`src/rtl/channel_demux_pkg.sv`:
```
// Shared types and constants for the router input-stage channel demux.
package channel_demux_pkg;

  localparam int unsigned ROUTER_FLIT_W = 11;

  // Occupancy flags reported by each output buffer.
  typedef struct packed {
    logic full;
    logic empty;
  } fifo_stat_t;

  // Width of a counter that must hold the values 0..depth inclusive.
  function automatic int unsigned cnt_w(input int unsigned depth);
    return $clog2(depth + 1);
  endfunction

endpackage

```
`src/rtl/channel_demux_if.sv`:
```
// Valid/ready stream channel; master drives data and valid, slave drives ready.
interface channel_demux_if
  import channel_demux_pkg::*;
#(
  parameter int unsigned WIDTH = ROUTER_FLIT_W
) ();

  logic [WIDTH-1:0] data;
  logic             valid;
  logic             ready;

  modport master (output data, output valid, input ready);
  modport slave  (input data, input valid, output ready);

endinterface

```
`src/rtl/channel_demux_chan_fifo.sv`:
```
// Per-output flit buffer; flags come from the registered count only.
module chan_fifo
  import channel_demux_pkg::*;
#(
  parameter int unsigned WIDTH = ROUTER_FLIT_W,
  parameter int unsigned DEPTH = 2
) (
  input  logic             clk,
  input  logic             rst_n,
  input  logic             push,
  input  logic [WIDTH-1:0] din,
  output logic             full,
  input  logic             pop,
  output logic [WIDTH-1:0] dout,
  output logic             empty
);

  localparam int unsigned AW = (DEPTH > 1) ? $clog2(DEPTH) : 1;
  localparam int unsigned CW = cnt_w(DEPTH);

  logic [WIDTH-1:0] mem [DEPTH];
  logic [AW-1:0]    wr_ptr;
  logic [AW-1:0]    rd_ptr;
  logic [CW-1:0]    count;
  logic             do_push;
  logic             do_pop;

  assign full    = (count == CW'(DEPTH));
  assign empty   = (count == '0);
  // A pop on a full buffer does not free a slot for a push in the same cycle.
  assign do_push = push & ~full;
  assign do_pop  = pop & ~empty;
  assign dout    = mem[rd_ptr];

  // Storage, pointers and count; pointers wrap naturally since DEPTH is a power of two.
  always_ff @(posedge clk) begin
    if (!rst_n) begin
      wr_ptr <= '0;
      rd_ptr <= '0;
      count  <= '0;
      for (int i = 0; i < int'(DEPTH); i++) begin
        mem[i] <= '0;
      end
    end else begin
      if (do_push) begin
        mem[wr_ptr] <= din;
        wr_ptr      <= wr_ptr + AW'(1);
      end
      if (do_pop) begin
        rd_ptr <= rd_ptr + AW'(1);
      end
      case ({do_push, do_pop})
        2'b10:   count <= count + CW'(1);
        2'b01:   count <= count - CW'(1);
        default: count <= count;
      endcase
    end
  end

endmodule

```
`src/rtl/channel_demux.sv`:
```
// Joins a flit (A) with a route select (C) and steers it into the X or Y buffer.
module channel_demux
  import channel_demux_pkg::*;
#(
  parameter int unsigned WIDTH = ROUTER_FLIT_W,
  parameter int unsigned DEPTH = 2
) (
  input logic              clk,
  input logic              rst_n,
  channel_demux_if.slave   a,
  channel_demux_if.slave   c,
  channel_demux_if.master  x,
  channel_demux_if.master  y
);

  fifo_stat_t x_stat;
  fifo_stat_t y_stat;
  logic       sel_full;
  logic       accept;
  logic       x_push;
  logic       y_push;

  // A and C are consumed together only when the selected buffer has room.
  assign sel_full = c.data[0] ? y_stat.full : x_stat.full;
  assign a.ready  = c.valid & ~sel_full;
  assign c.ready  = a.valid & ~sel_full;
  assign accept   = a.valid & c.valid & ~sel_full;
  assign x_push   = accept & ~c.data[0];
  assign y_push   = accept &  c.data[0];

  assign x.valid  = ~x_stat.empty;
  assign y.valid  = ~y_stat.empty;

  chan_fifo #(
    .WIDTH (WIDTH),
    .DEPTH (DEPTH)
  ) u_x_fifo (
    .clk   (clk),
    .rst_n (rst_n),
    .push  (x_push),
    .din   (a.data),
    .full  (x_stat.full),
    .pop   (x.ready),
    .dout  (x.data),
    .empty (x_stat.empty)
  );

  chan_fifo #(
    .WIDTH (WIDTH),
    .DEPTH (DEPTH)
  ) u_y_fifo (
    .clk   (clk),
    .rst_n (rst_n),
    .push  (y_push),
    .din   (a.data),
    .full  (y_stat.full),
    .pop   (y.ready),
    .dout  (y.data),
    .empty (y_stat.empty)
  );

endmodule
```
`src/flat_wrapper.sv`:
```
// flat-port wrapper written by rule: the top's interface ports become plain ports
module channel_demux_flat import channel_demux_pkg::*;
#(
  parameter int unsigned WIDTH = ROUTER_FLIT_W,
  parameter int unsigned DEPTH = 2
)
  (clk, rst_n, a_data, a_valid, a_ready, c_data, c_valid, c_ready, x_data, x_valid, x_ready, y_data, y_valid, y_ready);
  channel_demux_if #(.WIDTH(WIDTH)) a_i ();
  channel_demux_if #(.WIDTH(WIDTH)) c_i ();
  channel_demux_if #(.WIDTH(WIDTH)) x_i ();
  channel_demux_if #(.WIDTH(WIDTH)) y_i ();
  input logic clk;
  input logic rst_n;
  input wire logic [$bits(a_i.data)-1:0] a_data;
  input wire logic [$bits(a_i.valid)-1:0] a_valid;
  output wire logic [$bits(a_i.ready)-1:0] a_ready;
  input wire logic [$bits(c_i.data)-1:0] c_data;
  input wire logic [$bits(c_i.valid)-1:0] c_valid;
  output wire logic [$bits(c_i.ready)-1:0] c_ready;
  output wire logic [$bits(x_i.data)-1:0] x_data;
  output wire logic [$bits(x_i.valid)-1:0] x_valid;
  input wire logic [$bits(x_i.ready)-1:0] x_ready;
  output wire logic [$bits(y_i.data)-1:0] y_data;
  output wire logic [$bits(y_i.valid)-1:0] y_valid;
  input wire logic [$bits(y_i.ready)-1:0] y_ready;
  assign a_i.data = a_data;
  assign a_i.valid = a_valid;
  assign a_ready = a_i.ready;
  assign c_i.data = c_data;
  assign c_i.valid = c_valid;
  assign c_ready = c_i.ready;
  assign x_data = x_i.data;
  assign x_valid = x_i.valid;
  assign x_i.ready = x_ready;
  assign y_data = y_i.data;
  assign y_valid = y_i.valid;
  assign y_i.ready = y_ready;
  channel_demux #(.WIDTH(WIDTH), .DEPTH(DEPTH)) u_core (.clk(clk), .rst_n(rst_n), .a(a_i), .c(c_i), .x(x_i), .y(y_i));
endmodule
```
`config.mk`:
```
export PLATFORM = sky130hd
export DESIGN_NAME = channel_demux_flat
export DESIGN_NICKNAME = d
export VERILOG_FILES = /design/src/rtl/channel_demux_pkg.sv /design/src/rtl/channel_demux_if.sv /design/src/rtl/channel_demux_chan_fifo.sv /design/src/rtl/channel_demux.sv /design/src/flat_wrapper.sv
export SDC_FILE = /design/constraint.sdc
export NUM_CORES = 1
export LEC_CHECK = 0
export CAP_MARGIN = 15
export CELL_PAD_IN_SITES_DETAIL_PLACEMENT = 0
export CELL_PAD_IN_SITES_GLOBAL_PLACEMENT = 2
export CORE_MARGIN = 4
export CORE_UTILIZATION = 34
export DETAILED_ROUTE_END_ITERATION = 10
export GPL_ROUTABILITY_DRIVEN = 0
export PLACE_DENSITY = 0.89
export SLEW_MARGIN = 20
export SYNTH_ARGS = -nofsm -noshare
export SYNTH_HDL_FRONTEND = slang
export SYNTH_SLANG_ARGS = --single-unit
```
`constraint.sdc`:
```
create_clock -name clk -period 2.8 [get_ports clk]
set_clock_uncertainty 0.15 [all_clocks]
set_input_delay 0.42 -clock clk [delete_from_list [all_inputs] [get_ports clk]]
set_output_delay 0.42 -clock clk [all_outputs]
set_load 0.01 [all_outputs]
```
======== Word level (Yosys, flattened, before mapping) ========
Memory sizes are Yosys's and may differ from the RTL's. A register that Yosys moved wholly into a read port is not among the register bits.
Index checks and enable logic that the tools add are counted.
word-level totals
  register bits after elaboration ......... 8
  RAM bits ................................ 44
  input port bits ......................... 28
  output and inout port bits .............. 26
  memories kept ........................... 2
  word-level logic and storage cells ...... 64
memory list
  memory               depth  width  rd ports  clocked after Yosys merged registers in  write ports  RTL line                       RTL
  u_core.u_x_fifo.mem  2      11     1         1                                        2            channel_demux_chan_fifo.sv:21  logic [WIDTH-1:0] mem [DEPTH];
  u_core.u_y_fifo.mem  2      11     1         1                                        2            channel_demux_chan_fifo.sv:21
cells by class
  reductions and logical operators ........ 6
  eq/ne operators ......................... 6
  multiplexer cells ....................... 20
  $add $sub $neg .......................... 8
  bitwise operators ....................... 16
operators with widths
  kind                   count
  $mux W11               2
  $reduce_or A11 Y1      2
  $mux W1                16
  $and A1 B1 Y1          10
  $eq A2 B2 Y1 const B   4
  $pmux W2 S2            2
  $not A1 Y1             6
  $add A1 B1 Y1 const B  4
  $add A2 B1 Y2 const B  2
  $eq A2 B1 Y1 const B   2
  $logic_not A2 Y1       2
  $reduce_bool A2 Y1     2
  $sub A2 B1 Y2 const B  2

======== Depth between registers and ports, before layout ========
Gate-level depths: netlist of run 1.
  word-level depth ........................ 11
  gate-level depth with buffers ........... 7
  depth with buffers taken out ............ 7

======== Hierarchy ========
A second synthesis of run 1 with hierarchy kept.
unflattened totals
  cell total of the unflattened synthesis .. 204
  area, all modules ....................... 2403.6 um^2
by module, submodules not included
  module         cells each  seq. area each (um^2)  instances  area each (um^2)
  chan_fifo      98          760.7                  2          1178.6
  channel_demux  8           0.0                    1          46.3

======== Worst setup path before layout of run 1 ========
No wires, ideal clock.
  path type ............................... input-to-reg
  start ................................... in c_valid
  end ..................................... mem u_core.u_y_fifo.mem[1][0] (netlist bit), enable pin
  setup slack ............................. 0.484 ns
  arrival time ............................ 1.772 ns
  data required time ...................... 2.256 ns
  buffers on the path ..................... 0
  stages .................................. 4
  library setup time ...................... 0.394 ns
  cell sequence ........................... nand2_1 > nor3b_4 > inv_1 > o21ai_0
RTL lines
  what         RTL line                       RTL
  from (decl)  flat_wrapper.sv:18             input wire logic [$bits(c_i.valid)-1:0] c_valid;
  to (decl)    channel_demux_chan_fifo.sv:21

======== Worst setup path in the final report of run 1 ========
  start ................................... in c_data[0]
  end ..................................... out a_ready
between the ends
  cells in the longest elaborated chain, start to end .. 3
ends and longest elaborated chain
  what           RTL line             RTL
  from (decl)    flat_wrapper.sv:17   input wire logic [$bits(c_i.data)-1:0] c_data;
  $mux W1        channel_demux.sv:24  assign sel_full = c.data[0] ? y_stat.full : x_stat.full;
  $not A1 Y1     channel_demux.sv:25  assign a.ready = c.valid & ~sel_full;
  $and A1 B1 Y1  channel_demux.sv:25
  to (decl)      flat_wrapper.sv:16   output wire logic [$bits(a_i.ready)-1:0] a_ready;
No other way between the ends.

==> results by group, run 1 <==
Cells and area
  • Reg area: around 0.0015 mm^2
  • Final net count: roughly 260
  • Fraction of layout cells with a size suffix above 1: between 20% and 30%
  • Commonest non-fill, non-tap cell in the layout: edfxtp_1
  • Multi-input logic area: 871 um^2
  • Area growth, synth to finish: 26.0%
  • Number of fillers in the final layout: approximately 650
  • Most frequent cells in the layout: edfxtp_1 (44), clkdlybuf4s50_1 (43), and3_1 (25), mux2_2 (24), and3_2 (19)
  • Ant diodes: 0

Detailed routing
  • Wire per inst: 14.7 um
  • Routed vias: between 1000 and 1500
  • DRC: 0
  • Iter 0 DRT Violations: 85
  • DR pass1 iterations: 4
  • Drt via density: approximately 4.6
  • Routed Antenna Nets: 0
  • Overall routed net length: 4.73 mm

Clocking
  • Setup Buffers After CTS: 0
  • Clk slew on worst S/H paths: 0.10 ns
  • Worst-Skew Late Latency: about 0.31 ns
  • CTS tree: built
  • CTS Buf Count: 5
  • Hold buffers post-CTS: 0
  • CTS Sinks: 54
  • Post-CTS resize count: 0
  • Clock Root Buffer: clkbuf_8
  • H-Tree Depth: 2
  • Bufs on Longest Clock Path: 2

STA
  • Setup violators final: 0
  • Relative slew slack: ~64%
  • Setup total negative slack: 0 ns
  • Unrepaired setup endpoints after global routing: no
  • Hold_ws: 0.376 ns
  • Crit share post-route: 87.6%
  • Final min period: 2.45 ns
  • Slew @ Worst Pin: between 0.5 and 0.6 ns
  • Final hold vios: 0
  • Fmax achieved: 408 MHz
  • Slew Limit Fails: 0

Global routing
  • Number of global-route vias before repair: between 1500 and 2000
  • First-pass GRT wire length: 7.83 mm
  • GR Overflow Total: 0
  • GRT Total Usage: 11.9%
  • Initial antenna violation count: 0
  • Largest net degree at the start of global routing: 24

Power and ir drop
  • Sw Pwr: between 0.4 and 0.5 mW
  • Sw Ratio: 25.2%
  • Worst VDD drop: 0.000204 V
  • Clock network fraction of design power: between 20% and 30%
  • Sequential share of power: 54.5%
  • Lkg Pwr: 1.25 nW
  • Combinational share of power: 21.6%
  • Pwr/cell area: between 500 and 600 mW/mm^2
  • Internal Pwr Total: between 1 and 1.5 mW

Worst setup path
  • Setup crit start kind: input port
  • Max incr delay on CP: 0.56 ns
  • CP endpoint kind: output port
  • Slowest cell on crit path: clkdlybuf4s50_1
  • CP Class: input port to output port
  • CP Cell Sequence: clkdlybuf4s50_1 > mux2i_1 > and2_1 > clkdlybuf4s50_1
  • Cell mode on critical path: clkdlybuf4s50_1
  • CP Data Required Time: 2.23 ns
  • CP Max Fanout: 3
  • Worst path arrival time: 1.88 ns

Synthesis
  • Largest cells by area after synthesis: edfxtp_1 (54%), mux2_2 (11%), dfxtp_1 (8.1%)
  • Yosys warnings: 0
  • Distinct cell type count after synthesis: 25
  • Area leader, netlist: edfxtp_1
  • Mapped Cells: 177
  • Post-synth EDFFs: 44
  • Main flop type after synthesis: edfxtp_1
  • Sequential area share after synthesis: 61.6%
  • Syn_nets: 207
  • Synth Area per Inst: 13.9 um^2
  • Fraction of registers with async set/reset: 0%
  • Synthesized flop and latch total: 54
  • Synthesized cell area: 0.00247 mm^2
  • Synth top area share: a little over half

Status
  • Outcome: finished clean

Placement
  • PortBufs: 43
  • DP Wirelength: ~3.3 mm

Die
  • # IOs: 54
  • Die height: 93.2 um
  • Die area: between 0.008 and 0.009 mm^2
  • Core ar.: 0.00691 mm^2
  • Initial Util: 35.7%
  • Die Wd: 93.2 um
  • Row count: 30

Hold path
  • HP Class: flip-flop to flip-flop

Flow run
  • Max-Cap Viols: 0
[layout make-up]
type,instances,share of cell area (%)
clock buffer,7,2.45
sequential,54,48.9
multi-input combinational,108,28.0
tap,96,3.86
clock inverter,1,0.241
timing repair buffer,52,16.0
inverter,4,0.483
[cell families after synthesis]
| family | share of synthesized area [%] |
|---|---|
| adders and majority gates | 1.01 |
| buffers and inverters | 3.09 |
| and+or+nand+nor | 18.3 |
| AOI/OAI and AO/OA | 2.43 |
| muxes | 11.4 |
| DFF | 61.6 |
| xor gates and xnor gates | 2.13 |
[through the flow]
stage          instance area [um^2]  cells  total power [mW]  setup WS [ns]  utilization (%)
5_1_grt                        3110    322              1.87          0.237             45.0
4_1_cts                        3110    322              1.79          0.330             45.0
2_1_floorplan                  2470    177              1.19          0.484                -
3_5_place_dp                   3030    314              1.38          0.341             43.8
3_3_place_gp                   3030    314              1.37          0.353             43.8
6_report                       3110    322              1.78          0.347             45.0
[flip-flops by register name (all words and copies together), names as in the netlist, named ones only]
signal,count
u_core.u_x_fifo.mem,22
u_core.u_y_fifo.mem,22
u_core.u_x_fifo.count,2
u_core.u_y_fifo.count,2
u_core.u_x_fifo.rd_ptr,1
u_core.u_x_fifo.wr_ptr,1
u_core.u_y_fifo.rd_ptr,1
u_core.u_y_fifo.wr_ptr,1
[synthesized netlist by cell type (4+ instances only)]
cell,instances
and3_1,25
nor2b_1,7
and2_1,6
clkbuf_1,5
mux2_2,24
o21ai_0,6
and3_2,19
dfxtp_1,10
xnor2_1,6
inv_1,4
edfxtp_1,44
[routing by layer]
layer	vias to the layer above	global-route usage, %	routed length, um
li1	744	-	-
met1	695	14.9	2110
met2	39	19.3	2270
met3	8	2.82	249
met4	0	5.37	93
met5	-	0	0
[power by group through the flow]
stage | Combinational [mW] | Clock, mW | Sequential, mW
floorplan | 0.229 | 0 | 0.962
CTS | 0.389 | 0.432 | 0.973
global route | 0.420 | 0.470 | 0.982
global placement | 0.384 | 0 | 0.988
finish | 0.384 | 0.425 | 0.971
detailed placement | 0.386 | 0 | 0.991
[worst paths after layout]
check	from	to	slack, ns	depth (start not counted)
hold reg to reg	u_core.u_x_fifo.count[1]	u_core.u_x_fifo.count[1]	0.38	2
hold / removal	u_core.u_x_fifo.count[1]	u_core.u_x_fifo.count[1]	0.38	2
setup / recovery	c_data[0]	a_ready	0.35	4
setup reg to reg	u_core.u_y_fifo.count[0]	u_core.u_y_fifo.count[1]	0.90	6
[critical path: cells and delay by family]
kind	cells	cell delay, ns
simple gates	1	0.15
buf+inv	2	1.09
mux	1	0.23
(Power assumes the default switching activity.)
==> run 2: changes to the inputs <==
REMOVE_ABC_BUFFERS = 1   (was default)
==> run 2 against run 1 <==
Against the previous run:
- count of clock-buffer cells in the layout decreased by 2
- clock power increased by 3%
- sequential share of layout area about the same
- hold slack got worse by 0.0017 ns
- combinational power decreased by 1%
- critical path depth decreased by 2
- global-route usage decreased by 0.13 points
- wire length decreased by 2.8%
- via count decreased by 0.47%
- register-to-register slack about the same
==> results by group, run 2 (synthesis gave the netlist of run 1 again) <==
Status
  • Outcome: finished clean

STA
  • Slew @ Worst Pin: 0.552 ns
  • Relative slew slack: 63.1%
  • Final hold vios: 0
  • Crit share post-route: 87.6%
  • Fmax achieved: 408 MHz
  • Slew Limit Fails: 0
  • Final min period: 2.45 ns
  • Setup violators final: 0
  • Hold_ws: 0.375 ns
  • Unrepaired setup endpoints after global routing: no
  • Setup total negative slack: 0 ns

Clocking
  • CTS Buf Count: 5
  • CTS tree: built
  • Post-CTS resize count: 0
  • Clock Root Buffer: clkbuf_8
  • Worst-Skew Late Latency: ~0.31 ns
  • H-Tree Depth: 2
  • Setup Buffers After CTS: 0
  • Hold buffers post-CTS: 0
  • CTS Sinks: 54
  • Bufs on Longest Clock Path: 2
  • Clk slew on worst S/H paths: 0.09 ns

Die
  • # IOs: 54
  • Die area: approximately 0.0087 mm^2
  • Initial Util: 35.7%
  • Die height: 93.2 um
  • Die Wd: 93.2 um
  • Core ar.: 0.00691 mm^2
  • Row count: 30

Detailed routing
  • Overall routed net length: around 4.6 mm
  • Wire per inst: 14.3 um
  • Iter 0 DRT Violations: 111
  • Drt via density: 4.61
  • DR pass1 iterations: 4
  • Routed vias: 1479
  • Routed Antenna Nets: 0
  • DRC: 0

Global routing
  • First-pass GRT wire length: around 7.7 mm
  • GRT Total Usage: 11.7%
  • GR Overflow Total: 0
  • Initial antenna violation count: 0
  • Number of global-route vias before repair: 1542
  • Largest net degree at the start of global routing: 24

Placement
  • PortBufs: 43
  • Placed Area: slightly above 0.003 mm^2
  • DP Cell Count: 313
  • DP Wirelength: 3.22 mm

Worst setup path
  • CP delay by family, top: flip-flops
  • Slowest cell on crit path: dfxtp_1
  • Worst reg-to-reg setup slack: 0.90 ns
  • CP endpoint kind: output port
  • CP Max Fanout: 11
  • Setup crit start kind: flip-flop
  • CP bufs+invs: 1
  • CP Cell Sequence: mux2_2 > clkdlybuf4s50_1
  • CP Class: flip-flop to output port
  • CP Data Required Time: 2.23 ns
  • Worst path arrival time: roughly 1.9 ns
  • Max incr delay on CP: just under 0.7 ns

Flow run
  • Max-Cap Viols: 0

Cells and area
  • Reg area: 0.00152 mm^2
  • Largest regs: u_core.u_x_fifo.mem (22), u_core.u_y_fifo.mem (22)
  • Ant diodes: 0
  • Commonest non-fill, non-tap cell in the layout: edfxtp_1
  • Area growth, synth to finish: 25.8%
  • Fin cells: between 300 and 400
  • Final Cell Area: 0.00311 mm^2
  • Multi-input logic area: 871 um^2
  • Most frequent cells in the layout: edfxtp_1 (44), clkdlybuf4s50_1 (43), and3_1 (25), mux2_2 (24), and3_2 (19)
  • Final net count: 254
  • Number of fillers in the final layout: 668
  • Fraction of layout cells with a size suffix above 1: 28.0%

Power and ir drop
  • Worst VDD drop: 0.000236 V
  • Tot Pwr: 1.79 mW
  • Lkg Pwr: 1.25 nW
  • Pwr/cell area: 576 mW/mm^2

Hold path
  • HP Class: flip-flop to flip-flop
run 2: changes by cell type in the layout (fill, tap and decap cells not counted):
cell and delta:
clkbuf_1 -2, buf_4 -1, clkinv_1 +1, inv_6 +1
run 2: stage by stage:
stage	utilization, %	setup slack, ns
CTS	45.0	0.330
finish	45.0	0.347
floorplan	-	0.303
global route	45.0	0.209
detailed placement	43.7	0.349
global placement	43.7	0.354
run 2: final timing paths:
path,start,end,depth (start not counted)
worst min register to register,u_core.u_x_fifo.count[1],u_core.u_x_fifo.count[1],2
worst max register to register,u_core.u_y_fifo.count[0],u_core.u_y_fifo.count[1],6
worst min-delay path,u_core.u_x_fifo.count[1],u_core.u_x_fifo.count[1],2
worst max-delay path,flip-flop,y_data[0],2
run 2: worst min-delay path, delay by kind of cell, from the launching register on:
family | cells | cell delay (ns)
DFF | 1 | 0.34
AOI/OAI and AO/OA | 2 | 0.14
run 2: cell type report:
type	count	share of cell area, %
clock buffers	5	2.22
flip-flops and latches	54	49.0
inverters	4	0.483
clock inverters	3	0.644
multi-input cells	108	28.0
repair buffers	51	15.8
well taps	96	3.87
run 2: layer usage:
layer / vias up / wire length [um] / track usage [%]
li1: 744 / - / -
met1: 691 / 1950 / 14.1
met2: 36 / 2310 / 19.8
met3: 8 / 275 / 3.78
met4: 0 / 66 / 4.03
met5: - / 0 / 0
run 2: power by group:
part           switching [mW]  internal [mW]
clock                   0.262          0.177
sequential             0.0496          0.921
combinational           0.149          0.232
total                   0.460           1.33
==> run 3: changes to the inputs <==
CORE_UTILIZATION = 33   (was 34)
CTS_CLUSTER_DIAMETER = 40   (was default)
PLACE_DENSITY = 0.87   (was 0.89)
==> run 3 against run 2 <==
Against the previous run:
- setup slack got worse by 0.037 ns
- sequential power barely moved
- wire length rose by 4.4%
- clock power fell by 2%
- cell area rose by 0.12%
- hold slack got worse by 0.0055 ns
- core utilization fell by 2.1 points
- critical path depth rose by 2
- power fell by 0.31%
- count of clock-buffer cells in the layout did not move
- sequential share of layout area fell by 0.059 points
- register-to-register slack barely moved
- largest power group unchanged
==> results by group, run 3 (synthesis gave the netlist of run 1 again) <==
STA
  • Slew @ Worst Pin: 0.536 ns
  • Final min period: between 2 and 2.5 ns
  • Setup violators final: 0
  • Slew Limit Fails: 0
  • Relative slew slack: roughly 64%
  • Setup total negative slack: 0 ns
  • Crit share post-route: 88.9%
  • Setup WS post-layout: 0.310 ns
  • Final hold vios: 0
  • Fmax achieved: 402 MHz
  • Unrepaired setup endpoints after global routing: no

Power and ir drop
  • Lkg Pwr: around 1.2 nW
  • Pwr/cell area: about 570 mW/mm^2
  • Tot Pwr: roughly 1.8 mW
  • Worst VDD drop: around 0.00024 V

Die
  • Die area: 0.00893 mm^2
  • Die height: 94.5 um
  • Row count: 31
  • Core ar.: 0.00725 mm^2
  • Die Wd: 94.5 um
  • # IOs: 54
  • Initial Util: 34.0%

Worst setup path
  • Cell mode on critical path: clkdlybuf4s50_1
  • CP bufs+invs: 2
  • CP Max Fanout: 3
  • Slowest cell on crit path: clkdlybuf4s50_1
  • Worst path arrival time: 1.92 ns
  • CP endpoint kind: output port
  • Setup crit start kind: input port
  • CP Class: input port to output port
  • CP delay by family, top: buffers and inverters
  • CP Data Required Time: between 2 and 2.5 ns
  • Max incr delay on CP: 0.56 ns
  • CP Cell Sequence: clkdlybuf4s50_1 > mux2i_1 > and2_1 > clkdlybuf4s50_1

Clocking
  • Setup Buffers After CTS: 0
  • Worst-Skew Late Latency: 0.30 ns
  • Bufs on Longest Clock Path: 2
  • CTS tree: built
  • CTS Buf Count: 5
  • Clock Root Buffer: clkbuf_8
  • H-Tree Depth: 2
  • CTS Sinks: 54
  • Hold buffers post-CTS: 0
  • Clk slew on worst S/H paths: 0.09 ns
  • Post-CTS resize count: 0

Detailed routing
  • Drt via density: 4.63
  • Routed Antenna Nets: 0
  • Iter 0 DRT Violations: 56
  • Routed vias: 1500
  • DRC: 0
  • Wire per inst: 14.8 um
  • Overall routed net length: between 4 and 5 mm
  • DR pass1 iterations: 4

Global routing
  • GR Overflow Total: 0
  • GRT Total Usage: 11.3%
  • Largest net degree at the start of global routing: 24
  • Initial antenna violation count: 0
  • First-pass GRT wire length: 7.67 mm
  • Number of global-route vias before repair: 1510

Flow run
  • Max-Cap Viols: 0

Status
  • Outcome: finished clean

Cells and area
  • Largest regs: u_core.u_x_fifo.mem (22), u_core.u_y_fifo.mem (22)
  • Ant diodes: 0
  • Most frequent cells in the layout: edfxtp_1 (44), clkdlybuf4s50_1 (43), and3_1 (25), mux2_2 (24), and3_2 (19)
  • Final Cell Area: 0.00311 mm^2
  • Area growth, synth to finish: 26.0%
  • Multi-input logic area: slightly below 900 um^2
  • Reg area: 0.00152 mm^2
  • Commonest non-fill, non-tap cell in the layout: edfxtp_1
  • Final net count: 254
  • Fraction of layout cells with a size suffix above 1: 28.0%
  • Number of fillers in the final layout: around 700

Placement
  • Post-placement setup slack: just under 0.3 ns
  • PortBufs: 43
  • DP Wirelength: 3.37 mm
  • Placed Area: 0.00302 mm^2

Hold path
  • HP Class: flip-flop to flip-flop
==> run 3: cell counts in the layout (fill, tap and decap cells not counted) <==
No cell type changed its count.
==> run 3: worst paths after layout <==
kind / startpoint / cells past startpoint / slack, ns / to
worst max register to register: u_core.u_y_fifo.count[0] / 6 / 0.91 / u_core.u_y_fifo.count[1]
worst max-delay path: c_data[0] / 4 / 0.31 / a_ready
worst min register to register: u_core.u_x_fifo.count[1] / 2 / 0.37 / u_core.u_x_fifo.count[1]
worst min-delay path: u_core.u_x_fifo.count[1] / 2 / 0.37 / u_core.u_x_fifo.count[1]
==> run 3: area by class of cell <==
class | instances | area share [%]
Clock buffer | 5 | 2.21
Timing Repair Buffer | 51 | 15.8
Tap cell | 99 | 3.98
Sequential cell | 54 | 48.9
Inverter | 4 | 0.483
Clock inverter | 3 | 0.644
Multi-Input combinational cell | 108 | 28.0
==> run 3: tightest hold or removal path: stages (launching register included) <==
cell and delay (ns):
dfxtp_1 0.34, o21ai_0 0.08, a21boi_1 0.06
==> run 3: stage by stage <==
step / hold WS [ns] / cells / utilization (%)
after floorplan: 0.324 / 166 / -
after global placement: 0.349 / 316 / 41.7
after detailed placement: 0.362 / 316 / 41.7
after CTS: 0.375 / 324 / 42.9
after global routing: 0.427 / 324 / 42.9
final: 0.369 / 324 / 42.9
==> run 3: layer usage <==
| metal | part of all wire [%] | up-vias | GRT usage (%) |
|---|---|---|---|
| li1 | - | 741 | - |
| met3 | 6.2 | 4 | 3.67 |
| met4 | 0.52 | 0 | 2.88 |
| met5 | 0 | - | 0 |
| met2 | 51 | 38 | 20.0 |
| met1 | 43 | 717 | 13.3 |
==> run 3: power breakdown <==
group	internal (mW)	switching (mW)	total, mW
combinational	0.232	0.152	0.384
clock	0.177	0.253	0.429
sequential	0.922	0.0496	0.971
total	1.33	0.455	1.78
==> edit: new RTL, config.mk and constraints of run 3 <==
`ROUTER_FLIT_W`: 11 -> 15.
--- a/src/rtl/channel_demux_pkg.sv
+++ b/src/rtl/channel_demux_pkg.sv
@@ -1,7 +1,7 @@
 // Shared types and constants for the router input-stage channel demux.
 package channel_demux_pkg;
 
-  localparam int unsigned ROUTER_FLIT_W = 11;
+  localparam int unsigned ROUTER_FLIT_W = 15;
 
   // Occupancy flags reported by each output buffer.
   typedef struct packed {
Interface: changed (resized a_data, c_data, x_data and y_data); port bits go from 54 to 70. No check against the original RTL was run, so the function may have changed too.
==> edit against run 3 <==
  * Sequential power up 27%
  * Final area rose by 32%
  * Worst setup slack gained 0.051 ns
  * Via count increased by 26%
  * First-iteration DRC count shrank 3.6%
  * Die area grew 26%
  * Total power increased by 45%
  * Critical path type unchanged
  * Routed wire length is 33% higher
  * Count of clock-buffer cells in the layout grew 4
  * Area after synthesis is 28% higher
  * Highest routed layer unchanged
  * Sequential share of layout area is essentially flat
  * Sequential cell count grew 16
==> edit: results (changes against run 3) <==
The ratio of routed vias to standard cells was 4.54 (-1.9%). The run finished with clean final reports. The number of nets in the finished design was 321 (+26%); the reported leakage power was 1.66 nW (+33%). The part of the Yosys area used for sequential elements came out at 0.632 (+0.0156). The largest registers in the layout are u_core.u_x_fifo.mem: 30 flops, u_core.u_y_fifo.mem: 30 flops. The run gives 4.38 mm (+30%) as the placed wire-length estimate. Met2 layer usage reported by global route: 0.194 (-0.00591). The tools report the fill cell total of the finished layout as 875 (+27%).

The count of port buffers added during placement works out to 55 (+28%). Number of distinct standard cells referenced by the synthesized netlist: 23 (-8.0%). The count of H-tree levels built during CTS is 3 (+1), and the met3 demand-to-capacity share in global routing is 0.0631 (+0.0265).

The total placed instance area came out at 0.00388 mm² (+28%). From synthesis to final layout, the design area changed by 29.2%. Counting instances in the post-synthesis netlist gives the leading cell types as edfxtp_1 (60), and3_1 (34), mux2_2 (32), and3_2 (26). For the met1 demand-to-capacity share in global routing, the log shows 0.140 (+0.00738). The violation count after the first detailed-routing iteration is 54 (-3.6%), and the share of the synthesized area in compound gates (AO/OA/AOI/OAI) is 0.0190 (-0.00537).

The clock slew at the register clock pins of the worst setup and hold paths is 0.07 ns (-0.02 ns), and the first-pass GRT wire length is 10.2 mm (+33%). The maximum resistive drop on vdd was 0.000269 V (+14%); the adder-cell area share of the yosys netlist was 0.00790 (-0.00224). The tools report the worst setup timing slack at the placement stage as 0.334 ns (+0.0381 ns). The logs give 0.33 ns (+0.03 ns) for the clock network latency to the later pin of the worst-skew pair and 32 (+33%) for the maximum number of pins on one net before global-route repair.

The fraction of layout cells with a size suffix above 1 came out at 0.309 (+0.0290).
[edit: cell count changes after synthesis, sizes merged]
cell and delta:
edfxtp +16, clkbuf +3, buf +1, and3 +16, mux2 +8
[edit: final cells by class]
type,instances,area share
well taps,129,0.0394
flip-flops and latches,70,0.489
multi-input cells,132,0.261
repair buffers,66,0.155
clock inverters,7,0.0217
inverters,4,0.00367
clock buffers,9,0.0303
[edit: power by group]
part           switching [W]  total (W)  internal [W]
Combinational       0.000224   0.000514      0.000290
Clock               0.000360   0.000855      0.000495
Sequential         0.0000283    0.00123       0.00120
Total               0.000612    0.00259       0.00198
[edit: logic make-up (layout without fill, tap and decap cells)]
group,after synthesis,after routing
simple gates,81,81
fa+ha+maj,2,2
compound gates,10,10
xor+xnor,6,6
mux,33,33
buf+inv,19,86
flops,70,70
[edit: worst register-to-register path, stage by stage, from the launching register on]
cell and delay [ns]:
dfxtp_1 0.37, nor2b_1 0.30, nor3_4 0.06, inv_1 0.13, ha_1 0.28, or3_1 0.38, a21boi_0 0.16
[edit: routing by layer]
metal,wire length [µm],vias to the layer above
li1,-,950
met1,2650,888
met2,3100,49
met3,592,7
met4,61,0
met5,0,-
[edit: path summary, 6_finish.rpt]
kind,end,slack (ns)
max,c_ready,0.36
min,u_core.u_x_fifo.count[1],0.37
max reg2reg,u_core.u_x_fifo.count[1],0.91
min reg2reg,u_core.u_x_fifo.count[1],0.37
[edit: per-stage QoR]
stage	cells	setup TNS, ns
floorplan	206	-5.03
global placement	401	0
detailed placement	401	0
CTS	417	0
global route	417	0
finish	417	0
